`config.mk`:
```
export PLATFORM = sky130hd
export DESIGN_NAME = vga_boot_seq
export DESIGN_NICKNAME = d
export VERILOG_FILES = /design/src/rtl/vga_pkg.sv /design/src/rtl/vga_frame_watchdog.sv /design/src/rtl/vga_boot_seq.sv
export SDC_FILE = /design/constraint.sdc
export NUM_CORES = 1
export LEC_CHECK = 0
export CORE_UTILIZATION = 60
export DETAILED_ROUTE_END_ITERATION = 8
export DONT_BUFFER_PORTS = 1
export PLACE_DENSITY = 0.77
export SLEW_MARGIN = 20
export SYNTH_ARGS = -nofsm -noshare
export SYNTH_HDL_FRONTEND = slang
export SYNTH_SLANG_ARGS = --single-unit
```
`constraint.sdc`:
```
create_clock -name vga_clock -period 2.72 [get_ports vga_clock]
set_input_delay 0.544 -clock vga_clock [delete_from_list [all_inputs] [get_ports vga_clock]]
set_output_delay 0.544 -clock vga_clock [all_outputs]
set_load 0.03 [all_outputs]
```
`src/rtl/vga_pkg.sv`:
```
// Shared types and constants for the VGA boot/splash sequencer.
package vga_pkg;

    typedef enum logic [1:0] {
        S_BOOT = 2'd0,
        S_ARM  = 2'd1,
        S_LIVE = 2'd2,
        S_HOLD = 2'd3
    } vga_boot_state_t;

    localparam int unsigned VGA_BOOT_CYCLES = 134217728;
    localparam int unsigned VGA_LOAD_CYCLES = 83886080;

    // Ceiling log2; returns 0 for values 0 and 1.
    function automatic int unsigned vga_clog2(input int unsigned value);
        int unsigned r;
        r = 0;
        while ((64'd1 << r) < 64'(value)) begin
            r++;
        end
        return r;
    endfunction

endpackage

```
`src/rtl/vga_frame_watchdog.sv`:
```
// Counts VGA frames without a PPU frame end while enabled; flags expiry on the
// frame that would reach WD_FRAMES. WD_FRAMES=0 disables the watchdog.
module vga_frame_watchdog
    import vga_pkg::*;
#(
    parameter int unsigned WD_FRAMES = 8
) (
    input  logic clk_i,
    input  logic rst_ni,
    input  logic en_i,
    input  logic vga_frame_end_i,
    input  logic ppu_frame_end_i,
    output logic expire_o
);

    localparam int unsigned WdW = (vga_clog2(WD_FRAMES + 1) > 0) ? vga_clog2(WD_FRAMES + 1) : 1;
    localparam logic [WdW-1:0] WdLast = WdW'((WD_FRAMES > 0) ? WD_FRAMES - 1 : 0);

    logic [WdW-1:0] wd_cnt_q, wd_cnt_d;
    logic           expire;

    always_comb begin
        expire   = (WD_FRAMES != 0) && en_i && vga_frame_end_i && !ppu_frame_end_i
                   && (wd_cnt_q == WdLast);
        wd_cnt_d = wd_cnt_q;
        // A PPU frame end in the same cycle as a VGA frame end wins.
        if ((WD_FRAMES == 0) || !en_i || ppu_frame_end_i || expire) begin
            wd_cnt_d = '0;
        end else if (vga_frame_end_i) begin
            wd_cnt_d = wd_cnt_q + 1'b1;
        end
    end

    always_ff @(posedge clk_i or negedge rst_ni) begin
        if (!rst_ni) begin
            wd_cnt_q <= '0;
        end else begin
            wd_cnt_q <= wd_cnt_d;
        end
    end

    assign expire_o = expire;

endmodule

```
`src/rtl/vga_boot_seq.sv`:
```
// Boot/splash sequencer: shows the splash ROM while the NES is held in reset,
// then switches to frame RAM on a VGA frame boundary, aligned to read latency.
module vga_boot_seq
    import vga_pkg::*;
#(
    parameter int unsigned PIX_W       = 6,
    parameter int unsigned CNT_W       = 27,
    parameter int unsigned BOOT_CYCLES = VGA_BOOT_CYCLES,
    parameter int unsigned LOAD_CYCLES = VGA_LOAD_CYCLES,
    parameter int unsigned RD_LAT      = 1,
    parameter int unsigned WD_FRAMES   = 8
) (
    input  logic             vga_clock,
    input  logic             rst_n,
    input  logic             vga_frame_end,
    input  logic             ppu_frame_end,
    input  logic             splash_req,
    input  logic [PIX_W-1:0] q_ram,
    input  logic [PIX_W-1:0] q_rom,
    output logic [PIX_W-1:0] q,
    output logic             vga_frame_end_gated,
    output logic             ppu_frame_end_gated,
    output logic             loading,
    output logic [1:0]       state
);

    localparam logic [CNT_W-1:0] BootLast = CNT_W'(BOOT_CYCLES - 1);
    localparam logic [CNT_W-1:0] LoadLast = CNT_W'(LOAD_CYCLES - 1);

    vga_boot_state_t  state_q, state_d;
    logic [CNT_W-1:0] boot_cnt_q, boot_cnt_d;
    logic             loading_q, loading_d;
    logic             live;
    logic             live_sel;
    logic             wd_expire;

    assign live = (state_q == S_LIVE);

    always_comb begin
        state_d    = state_q;
        boot_cnt_d = boot_cnt_q;
        loading_d  = loading_q;
        unique case (state_q)
            S_BOOT: begin
                if (boot_cnt_q == LoadLast) begin
                    loading_d = 1'b0;
                end
                if (boot_cnt_q == BootLast) begin
                    state_d = S_ARM;
                end else begin
                    boot_cnt_d = boot_cnt_q + 1'b1;
                end
            end
            S_ARM: begin
                // The arming pulse itself is never forwarded: gating keys off state_q.
                if (vga_frame_end && !splash_req) begin
                    state_d = S_LIVE;
                end
            end
            S_LIVE: begin
                if (wd_expire) begin
                    state_d    = S_BOOT;
                    boot_cnt_d = '0;
                    loading_d  = 1'b1;
                end else if (vga_frame_end && splash_req) begin
                    state_d = S_HOLD;
                end
            end
            S_HOLD: begin
                if (!splash_req) begin
                    state_d = S_ARM;
                end
            end
            default: state_d = S_BOOT;
        endcase
    end

    always_ff @(posedge vga_clock or negedge rst_n) begin
        if (!rst_n) begin
            state_q    <= S_BOOT;
            boot_cnt_q <= '0;
            loading_q  <= 1'b1;
        end else begin
            state_q    <= state_d;
            boot_cnt_q <= boot_cnt_d;
            loading_q  <= loading_d;
        end
    end

    // Delay the source select so in-flight reads return from the source they targeted.
    if (RD_LAT == 0) begin : g_no_lat
        assign live_sel = live;
    end else begin : g_lat
        logic [RD_LAT-1:0] sel_q;

        always_ff @(posedge vga_clock or negedge rst_n) begin
            if (!rst_n) begin
                sel_q <= '0;
            end else begin
                sel_q[0] <= live;
                for (int i = 1; i < int'(RD_LAT); i++) begin
                    sel_q[i] <= sel_q[i-1];
                end
            end
        end

        assign live_sel = sel_q[RD_LAT-1];
    end

    vga_frame_watchdog #(
        .WD_FRAMES(WD_FRAMES)
    ) u_watchdog (
        .clk_i          (vga_clock),
        .rst_ni         (rst_n),
        .en_i           (live),
        .vga_frame_end_i(vga_frame_end),
        .ppu_frame_end_i(ppu_frame_end),
        .expire_o       (wd_expire)
    );

    assign q                   = live_sel ? q_ram : q_rom;
    assign vga_frame_end_gated = live & vga_frame_end;
    assign ppu_frame_end_gated = live & ppu_frame_end;
    assign loading             = loading_q;
    assign state               = state_q;

endmodule
```
==> flow_summary.toml <==
[clock_network]
cts.sink_count = 35
hold_buffers = 1
cts_buffer_depth = 2
insertion_delay_ns = 0.29
post_cts_resized = 0
post_cts_buffers = 0
cts_buffers = 5
tritoncts = "yes"
clk_pin_slew_ns = 0.07
cts_root_buffer = "clkbuf_8"
htreeDepth = 2

[flow_run]
cap_violations = 0

[layout]
register_area_um2 = 877
layout.nets = 282
fillers = 308
diodes = 0
multiInputGateArea_mm2 = 0.00138
final_util = 0.674
drive_above_1_share = 0.132
synthToLayoutAreaGrowth_pct = 5.92
final_cell_area_mm2 = 0.00251

[min_path]
min_path_type = "in2async"

[grt]
grt_pass1_wl_mm = 8.68
grt_pass1_vias = 1959
grt_max_degree = 35
overflow = 0
grt_usage = 0.269
antenna_found_initial = 0

[synth]
synth.top_cells.by_count = "dfrtp_1, nand2_1, o21ai_0"
ys_seq_area_frac = 0.371
synth_edf_count = 0
async_flop_share = 1.00
yosys_warnings = 0
synth_area_leader_cell = "dfrtp_1"
syn_area_mm2 = 0.00237
syn-num-nets = 280
synthFlopType = "dfrtp_1"
synthTopCellsByArea = "dfrtp_1, nand2_1, mux2_2"
syn_area_per_cell_um2 = 9.21
ys_seq_elements = 35
synthMostInstantiatedCell = "dfrtp_1"
postSynthCellCount = 257
synth.distinct_cells = 58
synth_top_area_share = 0.360

[placement]
place.port_buffers = 0
place_congestion = 0.752
dp.final_hpwl_mm = 3.35
placed_cell_area_mm2 = 0.00241

[detailed_routing]
routed_wl_mm = 5.08
dr_wl_met2_mm = 2.42
vias = 2004
top_layer_used = "met4"
drc = 0
wl_met1_mm = 2.41
drt_iter0_markers = 217
first_pass_iters = 4
met3_length_um = 166
ant_nets = 0
vias_per_cell = 6.55
wl_per_cell_um = 16.6

[floorplan]
core_mm2 = 0.00372
start_util = 0.637
ios = 28
die_area_mm2 = 0.00420
dieHeight_um = 64.8
die_w_um = 64.8
fp-row-count = 22

[sta]
setup-tns-final_ns = 0
slew_viol_final = 0
fin_crit_sh = 0.891
rsz0062_at_grt = "false"
hold_viol_final = 0
max-slew-margin-rel = 0.631
fin_crit_ns = 2.42
setup_viol = 0
tightest_slew_ns = 0.548
max_freq_mhz = 413
skew_ns = 0.0110

[critical_path]
reg2reg_to = "boot_cnt_q[23]$_DFFE_PN0P_"
cp-end-kind = "output pin"
setup.worst_path.start = "state[1]$_DFFE_PN0P_"
reg2reg_depth = 7
worstReg2RegStart = "u_watchdog.wd_cnt_q[0]$_DFFE_PN0P_"
critPathMaxFanout = 26
r2r_setup_slack_ns = 0.46
criticalPathCategory = "reg2out"
worstPathArrival_ns = 1.88
startpoint_type = "register"
crit_required_ns = 2.18

[run_status]
status = "finished, final reports clean"

[power]
power_mw = 2.50
vdd_ir_drop_max_mv = 0.590
pwr_density_cell_mw_per_mm2 = 997
p_leak_nw = 1.11
-- per-layer routing --
layer  GRT usage  vias up
li1            -      982
met1       0.336      969
met2       0.457       45
met3      0.0546        8
met4      0.0972        0
met5           0        -
-- through the flow --
step	worst slack, ns	hold slack, ns	std cells
2_1_floorplan	0.198	0.248	257
3_3_place_gp	0.511	0.249	299
3_5_place_dp	0.446	0.249	299
4_1_cts	0.309	0.0854	306
5_1_grt	0.241	0.0791	306
6_report	0.297	0.0798	306
-- cell usage in the layout, fill, tap and decap left out, types with 4 or more instances in the layout --
master / count
nand4_1: 6
and3_1: 9
nor2_1: 14
dfrtp_1: 34
o41ai_1: 5
o21ai_0: 15
or3_1: 7
ha_1: 6
o221ai_1: 4
buf_4: 9
nor4_1: 4
inv_1: 9
and4_1: 4
a21oi_1: 5
a22o_1: 6
nand3_1: 13
clkbuf_8: 5
a211o_1: 5
nor3_1: 9
o211ai_1: 5
nand2_1: 27
mux2_2: 7
-- area by class of cell --
class                           count  area share
Multi-Input combinational cell    198       0.549
Sequential cell                    35       0.350
Timing Repair Buffer               10      0.0349
Clock buffer                        6      0.0290
Tap cell                           48      0.0240
Inverter                            9      0.0135
-- registers in the layout, summed over array words and instances (netlist names) --
signal               count
boot_cnt_q              27
state                    2
loading                  1
u_watchdog.wd_cnt_q      4
g_lat.sel_q              1
-- how the worst max path moves through the flow --
stage | cells after the start | slack, ns | to
after CTS | 3 | 0.31 | ppu_frame_end_gated
after detailed placement | 6 | 0.45 | boot_cnt_q[23]$_DFFE_PN0P_
after global placement | 6 | 0.51 | boot_cnt_q[22]$_DFFE_PN0P_
after floorplan | 7 | 0.20 | vga_frame_end_gated
final | 3 | 0.30 | ppu_frame_end_gated
after global routing | 3 | 0.24 | ppu_frame_end_gated
-- where the power goes --
part / internal (mW) / total [mW] / switching (mW) / leakage (nW)
logic: 0.512 / 1.27 / 0.759 / 0.676
clock network: 0.171 / 0.348 / 0.177 / 0.0371
registers: 0.665 / 0.879 / 0.214 / 0.394
total: 1.35 / 2.50 / 1.15 / 1.11
-- kinds of logic after synthesis --
kind of cell,synth area share
compound gates,0.205
xor+xnor,0.0111
fa+ha+maj,0.0317
buf+inv,0.0481
flops,0.371
mux,0.0375
simple gates,0.296
-- critical path: stages, from the launching register on --
cell and delay (ns):
dfrtp_1 0.56, ha_1 0.34, buf_4 0.33, and2_1 0.36
No activity file was read; power rests on OpenSTA's default activity.
